[src/rtl/alu_iter_pkg.sv]
// Shared funct3/branch constants plus the iterative ALU's state and op-class types.
// The MUL state exists only when ALU_ITER_MUL_EN is defined.
package alu_iter_pkg;

  localparam logic [2:0] FUNC_ADD  = 3'b000;
  localparam logic [2:0] FUNC_SLL  = 3'b001;
  localparam logic [2:0] FUNC_SLT  = 3'b010;
  localparam logic [2:0] FUNC_SLTU = 3'b011;
  localparam logic [2:0] FUNC_XOR  = 3'b100;
  localparam logic [2:0] FUNC_SR   = 3'b101;
  localparam logic [2:0] FUNC_OR   = 3'b110;
  localparam logic [2:0] FUNC_AND  = 3'b111;

  localparam logic [2:0] BR_BEQ  = 3'b000;
  localparam logic [2:0] BR_BNE  = 3'b001;
  localparam logic [2:0] BR_BLT  = 3'b100;
  localparam logic [2:0] BR_BGE  = 3'b101;
  localparam logic [2:0] BR_BLTU = 3'b110;
  localparam logic [2:0] BR_BGEU = 3'b111;

  typedef logic [31:0] word_t;

  typedef enum logic {
    ADDER_ADD = 1'b0,
    ADDER_SUB = 1'b1
  } adderOp_t;

  typedef enum logic [2:0] {
    ST_IDLE  = 3'd0,
    ST_SHIFT = 3'd1,
    ST_ADD   = 3'd2,
`ifdef ALU_ITER_MUL_EN
    ST_MUL   = 3'd3,
`endif
    ST_FIN   = 3'd4
  } aluIterState_t;

  typedef enum logic [2:0] {
    CLS_ALU    = 3'd0,
    CLS_SHIFT  = 3'd1,
    CLS_SHADD  = 3'd2,
    CLS_BRANCH = 3'd3,
    CLS_MUL    = 3'd4
  } aluIterClass_t;

  function automatic logic is_shift_f3(input logic [2:0] f3);
    return (f3 == FUNC_SLL) || (f3 == FUNC_SR);
  endfunction

endpackage

[src/rtl/alu_iter_if.sv]
// Start/done request bus between the execute stage (master) and alu_iter (slave).
// The mul request line exists only when ALU_ITER_MUL_EN is defined.
interface alu_iter_if #(
  parameter int WIDTH = 32
);
  logic             start;
  logic [WIDTH-1:0] src_a;
  logic [WIDTH-1:0] src_b;
  logic [2:0]       f3;
  logic             arith_bit;
  logic             shadd;
  logic             branch;
`ifdef ALU_ITER_MUL_EN
  logic             mul;
`endif
  logic [WIDTH-1:0] out;
  logic             busy;
  logic             done;

  modport master (
    output start, src_a, src_b, f3, arith_bit, shadd, branch,
`ifdef ALU_ITER_MUL_EN
    output mul,
`endif
    input  out, busy, done
  );

  modport slave (
    input  start, src_a, src_b, f3, arith_bit, shadd, branch,
`ifdef ALU_ITER_MUL_EN
    input  mul,
`endif
    output out, busy, done
  );
endinterface

[src/rtl/alu_iter_shift_step.sv]
// One shift iteration: moves acc by min(rem, SHIFT_STEP) and returns the remaining distance.
// Shared by plain shifts (either direction) and the left shift of shNadd.
module alu_iter_shift_step #(
  parameter int WIDTH      = 32,
  parameter int SHIFT_STEP = 4,
  parameter int WSHAM      = $clog2(WIDTH)
) (
  input  logic [WIDTH-1:0] i_acc,
  input  logic [WSHAM-1:0] i_rem,
  input  logic             i_right,
  input  logic             i_arith,
  output logic [WIDTH-1:0] o_acc,
  output logic [WSHAM-1:0] o_rem
);

  // SHIFT_STEP may equal WIDTH, so the step needs one bit more than rem.
  localparam logic [WSHAM:0] STEP_MAX = (WSHAM+1)'(SHIFT_STEP);

  logic [WSHAM:0] w_rem_ext;
  logic [WSHAM:0] w_step;

  // Step selection and the shift itself.
  always_comb begin
    w_rem_ext = {1'b0, i_rem};
    if (w_rem_ext < STEP_MAX) begin
      w_step = w_rem_ext;
    end else begin
      w_step = STEP_MAX;
    end
    o_rem = i_rem - w_step[WSHAM-1:0];
    if (!i_right) begin
      o_acc = i_acc << w_step;
    end else if (i_arith) begin
      o_acc = $unsigned($signed(i_acc) >>> w_step);
    end else begin
      o_acc = i_acc >> w_step;
    end
  end

endmodule

[src/rtl/alu_iter.sv]
// Iterative execute-stage ALU with start/done handshake, multi-bit shift steps and shNadd.
// Defining ALU_ITER_MUL_EN adds a shift-add low-word multiplier with early exit.
module alu_iter
  import alu_iter_pkg::*;
#(
  parameter int WIDTH      = 32,
  parameter int SHIFT_STEP = 4,
  parameter int WSHAM      = $clog2(WIDTH)
) (
  input logic       clk,
  input logic       rst_n,
  alu_iter_if.slave bus
);

  aluIterState_t    r_state, w_state_nx;
  aluIterClass_t    r_cls, w_cls_nx, w_cls_in;
  adderOp_t         w_adder_op;
  logic [WIDTH-1:0] r_acc, w_acc_nx;
  logic [WIDTH-1:0] r_b, w_b_nx;
  logic [WIDTH-1:0] r_out, w_out_nx;
  logic [WSHAM-1:0] r_rem, w_rem_nx;
  logic [2:0]       r_f3, w_f3_nx;
  logic             r_arith, w_arith_nx;
  logic             r_busy, w_busy_nx;
  logic             r_done, w_done_nx;
  logic             w_accept;
  logic             w_mul_in;
  logic             w_taken;
  logic [WIDTH-1:0] w_alu_res;
  logic [WIDTH-1:0] w_result;
  logic [WIDTH-1:0] w_sh_acc;
  logic [WSHAM-1:0] w_sh_rem;
  logic             w_sh_right;
`ifdef ALU_ITER_MUL_EN
  logic [WIDTH-1:0] r_mcand, w_mcand_nx;

  assign w_mul_in = bus.mul;
`else
  assign w_mul_in = 1'b0;
`endif

  assign bus.out  = r_out;
  assign bus.busy = r_busy;
  assign bus.done = r_done;

  // The done cycle also blocks acceptance, so back-to-back issue needs one idle cycle.
  assign w_accept   = bus.start && !r_busy && !r_done && (r_state == ST_IDLE);
  assign w_sh_right = (r_cls == CLS_SHIFT) && (r_f3 == FUNC_SR);

  alu_iter_shift_step #(
    .WIDTH      (WIDTH),
    .SHIFT_STEP (SHIFT_STEP),
    .WSHAM      (WSHAM)
  ) u_shift_step (
    .i_acc   (r_acc),
    .i_rem   (r_rem),
    .i_right (w_sh_right),
    .i_arith (r_arith),
    .o_acc   (w_sh_acc),
    .o_rem   (w_sh_rem)
  );

  // Op-class decode of the incoming request: mul > shadd > branch > f3.
  always_comb begin
    w_cls_in = CLS_ALU;
    if (w_mul_in) begin
      w_cls_in = CLS_MUL;
    end else if (bus.shadd) begin
      w_cls_in = CLS_SHADD;
    end else if (bus.branch) begin
      w_cls_in = CLS_BRANCH;
    end else if (is_shift_f3(bus.f3)) begin
      w_cls_in = CLS_SHIFT;
    end else begin
      w_cls_in = CLS_ALU;
    end
  end

  // Branch condition on the latched operands.
  always_comb begin
    w_taken = 1'b0;
    case (r_f3)
      BR_BEQ:  w_taken = (r_acc == r_b);
      BR_BNE:  w_taken = (r_acc != r_b);
      BR_BLT:  w_taken = ($signed(r_acc) < $signed(r_b));
      BR_BGE:  w_taken = ($signed(r_acc) >= $signed(r_b));
      BR_BLTU: w_taken = (r_acc < r_b);
      BR_BGEU: w_taken = (r_acc >= r_b);
      default: w_taken = 1'b0;
    endcase
  end

  // Single-step ALU result and final result selection by op class.
  always_comb begin
    w_alu_res  = '0;
    w_result   = r_acc;
    w_adder_op = r_arith ? ADDER_SUB : ADDER_ADD;
    case (r_f3)
      FUNC_ADD:  w_alu_res = (w_adder_op == ADDER_SUB) ? (r_acc - r_b) : (r_acc + r_b);
      FUNC_SLT:  w_alu_res = {{(WIDTH-1){1'b0}}, ($signed(r_acc) < $signed(r_b))};
      FUNC_SLTU: w_alu_res = {{(WIDTH-1){1'b0}}, (r_acc < r_b)};
      FUNC_XOR:  w_alu_res = r_acc ^ r_b;
      FUNC_OR:   w_alu_res = r_acc | r_b;
      FUNC_AND:  w_alu_res = r_acc & r_b;
      default:   w_alu_res = '0;
    endcase
    case (r_cls)
      CLS_ALU:    w_result = w_alu_res;
      CLS_BRANCH: w_result = {{(WIDTH-1){1'b0}}, w_taken};
      default:    w_result = r_acc;
    endcase
  end

  // Next-state and next-datapath logic.
  always_comb begin
    w_state_nx = r_state;
    w_cls_nx   = r_cls;
    w_acc_nx   = r_acc;
    w_b_nx     = r_b;
    w_rem_nx   = r_rem;
    w_f3_nx    = r_f3;
    w_arith_nx = r_arith;
    w_out_nx   = r_out;
    w_busy_nx  = r_busy;
    w_done_nx  = 1'b0;
`ifdef ALU_ITER_MUL_EN
    w_mcand_nx = r_mcand;
`endif
    case (r_state)
      ST_IDLE: begin
        if (w_accept) begin
          w_cls_nx   = w_cls_in;
          w_acc_nx   = bus.src_a;
          w_b_nx     = bus.src_b;
          w_f3_nx    = bus.f3;
          w_arith_nx = bus.arith_bit;
          w_busy_nx  = 1'b1;
          w_rem_nx   = bus.src_b[WSHAM-1:0];
`ifdef ALU_ITER_MUL_EN
          w_mcand_nx = bus.src_a;
`endif
          case (w_cls_in)
            CLS_SHIFT: begin
              if (bus.src_b[WSHAM-1:0] != '0) begin
                w_state_nx = ST_SHIFT;
              end else begin
                w_state_nx = ST_FIN;
              end
            end
            CLS_SHADD: begin
              w_rem_nx   = WSHAM'(bus.f3[2:1]);
              w_state_nx = ST_SHIFT;
            end
`ifdef ALU_ITER_MUL_EN
            CLS_MUL: begin
              w_acc_nx   = '0;
              w_state_nx = ST_MUL;
            end
`endif
            default: w_state_nx = ST_FIN;
          endcase
        end else begin
          w_state_nx = ST_IDLE;
        end
      end
      ST_SHIFT: begin
        w_acc_nx = w_sh_acc;
        w_rem_nx = w_sh_rem;
        if (w_sh_rem != '0) begin
          w_state_nx = ST_SHIFT;
        end else if (r_cls == CLS_SHADD) begin
          w_state_nx = ST_ADD;
        end else begin
          w_state_nx = ST_FIN;
        end
      end
      ST_ADD: begin
        w_acc_nx   = r_acc + r_b;
        w_state_nx = ST_FIN;
      end
`ifdef ALU_ITER_MUL_EN
      ST_MUL: begin
        if (r_b[0]) begin
          w_acc_nx = r_acc + r_mcand;
        end else begin
          w_acc_nx = r_acc;
        end
        w_mcand_nx = r_mcand << 1;
        w_b_nx     = r_b >> 1;
        if (r_b[WIDTH-1:1] == '0) begin
          w_state_nx = ST_FIN;
        end else begin
          w_state_nx = ST_MUL;
        end
      end
`endif
      ST_FIN: begin
        w_out_nx   = w_result;
        w_done_nx  = 1'b1;
        w_busy_nx  = 1'b0;
        w_state_nx = ST_IDLE;
      end
      default: begin
        w_busy_nx  = 1'b0;
        w_state_nx = ST_IDLE;
      end
    endcase
  end

  // State and datapath registers; reset abandons any operation in flight.
  always_ff @(posedge clk or negedge rst_n) begin
    if (!rst_n) begin
      r_state <= ST_IDLE;
      r_cls   <= CLS_ALU;
      r_acc   <= '0;
      r_b     <= '0;
      r_rem   <= '0;
      r_f3    <= 3'b000;
      r_arith <= 1'b0;
      r_out   <= '0;
      r_busy  <= 1'b0;
      r_done  <= 1'b0;
`ifdef ALU_ITER_MUL_EN
      r_mcand <= '0;
`endif
    end else begin
      r_state <= w_state_nx;
      r_cls   <= w_cls_nx;
      r_acc   <= w_acc_nx;
      r_b     <= w_b_nx;
      r_rem   <= w_rem_nx;
      r_f3    <= w_f3_nx;
      r_arith <= w_arith_nx;
      r_out   <= w_out_nx;
      r_busy  <= w_busy_nx;
      r_done  <= w_done_nx;
`ifdef ALU_ITER_MUL_EN
      r_mcand <= w_mcand_nx;
`endif
    end
  end

endmodule

[src/flat_wrapper.sv]
// flat-port wrapper written by rule: the top's interface ports become plain ports
module alu_iter_flat import alu_iter_pkg::*;
#(
  parameter int WIDTH      = 32,
  parameter int SHIFT_STEP = 4,
  parameter int WSHAM      = $clog2(WIDTH)
)
  (clk, rst_n, bus_start, bus_src_a, bus_src_b, bus_f3, bus_arith_bit, bus_shadd, bus_branch, bus_out, bus_busy, bus_done);
  alu_iter_if #(.WIDTH(WIDTH)) bus_i ();
  input logic clk;
  input logic rst_n;
  input wire logic [$bits(bus_i.start)-1:0] bus_start;
  input wire logic [$bits(bus_i.src_a)-1:0] bus_src_a;
  input wire logic [$bits(bus_i.src_b)-1:0] bus_src_b;
  input wire logic [$bits(bus_i.f3)-1:0] bus_f3;
  input wire logic [$bits(bus_i.arith_bit)-1:0] bus_arith_bit;
  input wire logic [$bits(bus_i.shadd)-1:0] bus_shadd;
  input wire logic [$bits(bus_i.branch)-1:0] bus_branch;
  output wire logic [$bits(bus_i.out)-1:0] bus_out;
  output wire logic [$bits(bus_i.busy)-1:0] bus_busy;
  output wire logic [$bits(bus_i.done)-1:0] bus_done;
  assign bus_i.start = bus_start;
  assign bus_i.src_a = bus_src_a;
  assign bus_i.src_b = bus_src_b;
  assign bus_i.f3 = bus_f3;
  assign bus_i.arith_bit = bus_arith_bit;
  assign bus_i.shadd = bus_shadd;
  assign bus_i.branch = bus_branch;
  assign bus_out = bus_i.out;
  assign bus_busy = bus_i.busy;
  assign bus_done = bus_i.done;
  alu_iter #(.WIDTH(WIDTH), .SHIFT_STEP(SHIFT_STEP), .WSHAM(WSHAM)) u_core (.clk(clk), .rst_n(rst_n), .bus(bus_i));
endmodule
[config.mk]
export PLATFORM = sky130hd
export DESIGN_NAME = alu_iter_flat
export DESIGN_NICKNAME = d
export VERILOG_FILES = /design/src/rtl/alu_iter_pkg.sv /design/src/rtl/alu_iter_if.sv /design/src/rtl/alu_iter_shift_step.sv /design/src/rtl/alu_iter.sv /design/src/flat_wrapper.sv
export SDC_FILE = /design/constraint.sdc
export NUM_CORES = 1
export LEC_CHECK = 0
export ABC_AREA = 1
export BUFFER_PORTS_ARGS = -buffer_cell sky130_fd_sc_hd__buf_2
export CORE_ASPECT_RATIO = 0.7
export CORE_UTILIZATION = 35
export CTS_CLUSTER_DIAMETER = 120
export DETAILED_ROUTE_END_ITERATION = 8
export GPL_TIMING_DRIVEN = 0
export HOLD_SLACK_MARGIN = 0.02
export SLEW_MARGIN = 20
export SYNTH_ARGS = -nofsm -noshare
export SYNTH_HDL_FRONTEND = slang
export SYNTH_SLANG_ARGS = --single-unit
[constraint.sdc]
create_clock -name clk -period 2.6 [get_ports clk]
set_input_delay 0.52 -clock clk [delete_from_list [all_inputs] [get_ports clk]]
set_output_delay 0.52 -clock clk [all_outputs]
set_load 0.05 [all_outputs]
==> results of run 1 <==
## Yosys cell counts (all sizes together) (6+ instances only)
library cell	n	share of area
buf	54	0.025
nand4	11	0.0054
a211oi	6	0.0035
o221ai	6	0.0041
o22ai	21	0.010
a22oi	7	0.0041
o21ai	239	0.095
o21bai	11	0.0067
nand3	130	0.051
clkinv	6	0.0019
nor2	203	0.065
a21oi	198	0.081
o21a	6	0.0035
xor2	18	0.012
o211ai	29	0.017
a221oi	12	0.0082
nor3	20	0.0086
clkbuf	56	0.018
nand2	516	0.15
o2111ai	9	0.0062
a32oi	14	0.0096
ha	103	0.10
inv	221	0.065
dfrtp	112	0.22
## timing repair
| action | CTS | global route |
|---|---|---|
| resized for setup | 359 | 308 |
| gates cloned | 2 | 2 |
| pin swaps | 64 | 109 |
| hold buffers | 0 | 0 |
| setup buffers | 68 | 63 |
| setup endpoints to repair | 78 | 62 |
## cell type report
cell class	count	area [um2]
Fill cell	3758	18300
Timing Repair Buffer	242	1670
Multi-Input combinational cell	1601	10700
Buffer	110	699
Inverter	227	943
Clock inverter	5	38.8
Sequential cell	112	2850
Clock buffer	11	243
Antenna cell	3	7.51
Tap cell	480	601
## cell families after synthesis
logic type,Yosys count,share of synthesized area
flip-flops,112,0.219
XOR/XNOR,19,0.0130
AO/OA/AOI/OAI,581,0.262
AND/OR/NAND/NOR,895,0.292
adder cells (fa/ha/maj),105,0.104
buffers and inverters,337,0.110
other,1,0.000293
## stage by stage
step / hold slack [ns] / cells / utilization
4_1_cts: 0.129 / 2723 / 0.443
3_5_place_dp: 0.474 / 2637 / 0.388
6_report: 0.105 / 2791 / 0.492
5_1_grt: 0.150 / 2788 / 0.492
2_1_floorplan: 0.224 / 2050 / -
3_3_place_gp: 0.472 / 2636 / 0.387
## how the worst min path moves through the flow
stage | cells after the start | to | startpoint | slack [ns]
floorplan | 0 | u_core.bus.busy | rst_n | 0.22
global placement | 2 | u_core.bus.out[3] | u_core.bus.out[3] | 0.47
detailed placement | 2 | u_core.bus.out[15] | u_core.bus.out[15] | 0.47
CTS | 1 | u_core.bus.out[26] | rst_n | 0.13
global route | 1 | u_core.bus.out[26] | rst_n | 0.15
finish | 1 | u_core.r_b[24] | rst_n | 0.11
## cell usage in the layout (no fill, tap or decap), types with 20 or more instances in the layout
cell,synthesis,final
sky130_fd_sc_hd__nand2_1,503,409
sky130_fd_sc_hd__nor2_1,186,146
sky130_fd_sc_hd__inv_1,202,143
sky130_fd_sc_hd__o21ai_0,177,143
sky130_fd_sc_hd__buf_4,12,129
sky130_fd_sc_hd__buf_2,28,126
sky130_fd_sc_hd__a21oi_1,189,124
sky130_fd_sc_hd__ha_1,103,82
sky130_fd_sc_hd__nand2_2,12,80
sky130_fd_sc_hd__dfrtp_1,112,79
sky130_fd_sc_hd__nand3_1,130,76
sky130_fd_sc_hd__o21ai_1,58,75
sky130_fd_sc_hd__inv_2,18,52
sky130_fd_sc_hd__a21oi_2,8,48
sky130_fd_sc_hd__nand3_2,0,48
sky130_fd_sc_hd__clkbuf_1,54,43
sky130_fd_sc_hd__dfrtp_2,0,32
sky130_fd_sc_hd__nor2_4,4,30
sky130_fd_sc_hd__o211ai_1,29,29
sky130_fd_sc_hd__nor2_2,12,26
sky130_fd_sc_hd__a21oi_4,1,26
sky130_fd_sc_hd__nand2_4,1,25
sky130_fd_sc_hd__buf_6,5,24
sky130_fd_sc_hd__o22ai_1,21,21
sky130_fd_sc_hd__ha_4,0,20
## registers in the layout (all words and copies together) (netlist names)
register and cells:
u_core.bus.busy 1, u_core.bus.done 1, u_core.bus.out 32, u_core.r_acc 32, u_core.r_arith 1, u_core.r_b 32, u_core.r_cls 2, u_core.r_f3 3
u_core.r_rem 5, u_core.r_state 3
## routing by layer
metal  vias up  global-route usage  routed length [um]
li1       7376                   -                   -
met1      8250               0.612               34500
met2      1188               0.558               30600
met3       158               0.113               10700
met4         2               0.119                2460
met5         -                   0                  13
==> impl_metrics.ini, run 1 <==
[layout]
final_design_area_no_fill_um2 = 17700
num-nets-final = 2481
layout_cells_sized_above_1 = 0.353
layout-area-overhead-vs-synth_pct = 38.2

[die]
ios = 107
placementRows = 58
core_area_um2 = 36000
chipHeight_um = 162
die-area_um2 = 37400
start_util = 0.356
dieWidth_um = 231

[sta]
timing.setup.tns_ns = -1.86
maxSlewViolCount = 0
period_share = 1.08
worst_clock_skew_ns = 0.0136
setup-violations-final = 24
post-route-worst-setup-slack_ns = -0.213
timing_worst_slew_pin_value_ns = 1.25
worst_slew_margin_rel = 0.168
fin_crit_ns = 2.81
final-hold-violation-count = 0
grt_setup_unrepaired = yes
fmaxAchievable_mhz = 356

[critical_path]
critical_path.reg2reg.startpoint = u_core.r_acc[0]
worstPathBufferInverterCount = 3
critical_path_arrival_ns = 3.14
critical_path_peak_fanout = 3
crit_path_start = u_core.r_acc[0]
gate_family_responsible_for_the_most_delay_along_the_worst_path = simple AND/OR/NAND/NOR gates
required_ns = 2.93
worstPathCellList = buf_6, ha_4, fa_2, nand2_2, nand2_2, o21ai_4, inv_2, a21oi_4, o211ai_1, buf_4, or2_4, nand3_2, nand3_2, nand2_1, nand2_1, a21oi_1
crit_cells = 16
r2r_cells = 16
crit_path_max_incr_delay_ns = 0.46
endpoint = u_core.bus.out[24]
timing.rr.end = u_core.bus.out[24]
start_kind = flip-flop
ff2ff_setup_slack_ns = -0.21
worstSetupEndpointType = flip-flop
worst_path_max_delay_cell = sky130_fd_sc_hd__dfrtp_2
critical_path_start_end_classification = flip-flop to flip-flop

[outcome]
outcome = complete, but fails checks
failed_checks = setup timing

[routing]
avgViaCountPerCell = 6.08
dr_total_vias = 17000
drt_drc_violations_left = 0
count_of_antenna_violating_nets_left_after_detailed_routing = 0
wl_per_cell_um = 28.1
first_pass_iters = 5
wl_um = 78300
initialDrtViolationCount = 2714

[global_routing]
vias_in_the_first_global_route = 15400
largest_net_degree_at_the_start_of_global_routing = 59
wire_length_of_the_first_global_routing_pass_um = 110000
gr-usage-all-layers = 0.409
grt_antenna_before_repair = 2
total_global_routing_overflow = 0

[placement]
gp_routability_congestion = 1.05
place_hpwl_um = 59300
io_buffer_count = 106
worst_setup_slack_after_placement_ns = -1.14
placedInstanceArea_um2 = 14000

[synth]
yosysWarningCount = 0
ys_ff_latch = 112
post_synth_net_total = 2228
synth.yosys.seq_area_share = 0.219
netlist_area_um2 = 12800
synth_cell_type_count = 61
synth_cells = 2050
synth_top_flop_cell = sky130_fd_sc_hd__dfrtp_1
synthesis.area_per_instance_um2 = 6.25
synth_enable_flop_cells = 0
async_reset_ff_frac = 1.00

[cts]
clkSlewWorstSetupHoldPaths_ns = 0.09
clock_tree.buffer_depth = 2
insertion_delay_ns = 0.40
ctsHtreeMaxLevel = 3
cts_num_sinks = 112
clock-root-buffer = sky130_fd_sc_hd__clkbuf_16
tritoncts.num_buffers = 9
tritoncts = done

[hold_path]
worst_hold_path_type = input pin to async pin

[flow_run]
max_cap_viol_count = 0
Power of run 1 is not shown: default switching activity piles up to over one toggle a cycle in this logic, so the estimate is an artifact.
==> inputs of run 2 (changes only) <==
--- a/config.mk
+++ b/config.mk
@@ -9,6 +9,7 @@
 export BUFFER_PORTS_ARGS = -buffer_cell sky130_fd_sc_hd__buf_2
 export CORE_ASPECT_RATIO = 0.7
 export CORE_UTILIZATION = 35
+export CTS_BUF_LIST = sky130_fd_sc_hd__clkbuf_2 sky130_fd_sc_hd__clkbuf_4 sky130_fd_sc_hd__clkbuf_8
 export CTS_CLUSTER_DIAMETER = 120
 export DETAILED_ROUTE_END_ITERATION = 8
 export GPL_TIMING_DRIVEN = 0
==> run 2 against run 1 <==
Compared with the run above: the run still ends with setup timing left; critical path depth shrank 2; sequential cell count is the same; via count is essentially flat; sequential share of layout area grew 0.28 points; clock skew grew 0.0076 ns; final area shrank 1.7%; global-route usage shrank 0.074 points; worst setup slack gained 0.063 ns; non-clock buffer count shrank 4; count of clock-buffer cells in the layout is the same.
==> impl_metrics.ini, run 2 (synthesis results as in run 1) <==
[outcome]
outcome = complete, but fails checks
failed_checks = setup timing

[layout]
most_common_cell_after_layout_fill_and_taps_aside = sky130_fd_sc_hd__nand2_1
layout_cells_sized_above_1 = 0.344
fillerInstances = 3775
mostFrequentLayoutCells = sky130_fd_sc_hd__nand2_1 (417), sky130_fd_sc_hd__inv_1 (147), sky130_fd_sc_hd__nor2_1 (144), sky130_fd_sc_hd__o21ai_0 (142), sky130_fd_sc_hd__buf_2 (127)
num-nets-final = 2477
core_util_final = 0.484
layout-area-overhead-vs-synth_pct = 35.9

[cts]
cts_num_sinks = 112
tritoncts = done
insertion_delay_ns = 0.46
cts.hold.buffers_added = 0
clkSlewWorstSetupHoldPaths_ns = 0.13
ctsHtreeMaxLevel = 3
tritoncts.num_buffers = 9
clock-root-buffer = sky130_fd_sc_hd__clkbuf_8
clock_tree.buffer_depth = 2

[die]
dieWidth_um = 231
start_util = 0.356
chipHeight_um = 162
die-area_um2 = 37400
ios = 107
core_area_um2 = 36000
placementRows = 58

[sta]
fin_crit_ns = 2.75
timing_worst_slew_pin_value_ns = 1.34
fmaxAchievable_mhz = 364
grt_setup_unrepaired = yes
worst_slew_margin_rel = 0.110
period_share = 1.06
hold_slack_ns = 0.0315
worst_clock_skew_ns = 0.0212
maxSlewViolCount = 0
setup-violations-final = 16
final-hold-violation-count = 0
post-route-worst-setup-slack_ns = -0.150

[placement]
worst_setup_slack_after_placement_ns = -1.14
gp_routability_congestion = 1.05
place_hpwl_um = 59300
io_buffer_count = 106

[routing]
drt_drc_violations_left = 0
initialDrtViolationCount = 2399
wl_um = 78300
count_of_antenna_violating_nets_left_after_detailed_routing = 0
first_pass_iters = 6
avgViaCountPerCell = 6.09
wl_per_cell_um = 28.1
dr_total_vias = 17000

[flow_run]
max_cap_viol_count = 0

[critical_path]
worstSetupEndpointType = flip-flop
worst_path_max_delay_cell = sky130_fd_sc_hd__dfrtp_2
critical_path_arrival_ns = 3.14
required_ns = 2.99
worstPathCellList = clkinvlp_4, ha_4, buf_6, nand4_1, nor3_2, nand3_1, o211ai_1, buf_4, nand2_1, nand3_2, nand3_2, nand2_1, nand2_1, a21oi_1
crit_path_start = u_core.r_acc[17]
critical_path_peak_fanout = 5
start_kind = flip-flop
critical_path.reg2reg.startpoint = u_core.r_acc[17]
critical_path_start_end_classification = flip-flop to flip-flop
critical_path.most_common_cell = sky130_fd_sc_hd__nand2_1
crit_path_max_incr_delay_ns = 0.44
r2r_cells = 14

[global_routing]
wire_length_of_the_first_global_routing_pass_um = 109000
total_global_routing_overflow = 0
vias_in_the_first_global_route = 15300
gr-usage-all-layers = 0.408
grt_antenna_before_repair = 4
largest_net_degree_at_the_start_of_global_routing = 59

[hold_path]
worst_hold_path_type = input pin to async pin
run 2: area by class of cell:
type                    instances  area, um2  area share
inverters                     227        942      0.0541
repair buffers                238       1600      0.0920
diodes                          2       5.00    0.000287
clock inverters                 5       38.8     0.00223
plain buffers                 110        699      0.0402
well taps                     480        601      0.0345
multi-input cells            1601      10500       0.605
clock buffers                  11        145     0.00834
flip-flops and latches        112       2850       0.164
run 2: path summary, 6_finish.rpt:
| check | slack, ns | end |
|---|---|---|
| max in group asynchronous | 1.79 | u_core.r_acc[13] |
| max | -0.15 | u_core.bus.out[24] |
| max reg2reg | -0.15 | u_core.bus.out[24] |
| min in group clk | 0.25 | u_core.r_b[27] |
| min | 0.03 | u_core.r_b[24] |
| min reg2reg | 0.50 | u_core.bus.out[2] |
run 2: what timing repair did:
| item | CTS | global route |
|---|---|---|
| cloned | 2 | 3 |
| pin swaps | 62 | 117 |
| endpoints found under the setup margin | 78 | 60 |
| setup buffers | 76 | 50 |
| resized for setup | 350 | 286 |
run 2: worst max-delay path, delay by kind of cell, from the launching register on:
| family | cells | cell delay (ns) |
|---|---|---|
| DFF | 1 | 0.44 |
| buffers and inverters | 3 | 0.52 |
| adders and majority gates | 1 | 0.32 |
| AOI/OAI and AO/OA | 2 | 0.38 |
| and+or+nand+nor | 8 | 1.03 |
run 2: per-stage QoR:
stage	area [um2]	std cells	TNS (ns)
floorplan	12800	2050	0
global placement	13900	2636	-107.08
detailed placement	14000	2637	-40.25
CTS	15900	2731	-0.385
global route	17400	2784	-2.85
finish	17400	2786	-0.931
run 2: layer usage:
layer | vias up | track usage | part of all wire
met5 | - | 0 | 0.00017
met4 | 2 | 0.115 | 0.033
met3 | 187 | 0.104 | 0.13
met2 | 1197 | 0.557 | 0.39
met1 | 8231 | 0.617 | 0.45
li1 | 7354 | - | -
Power of run 2 is left out for the same reason.
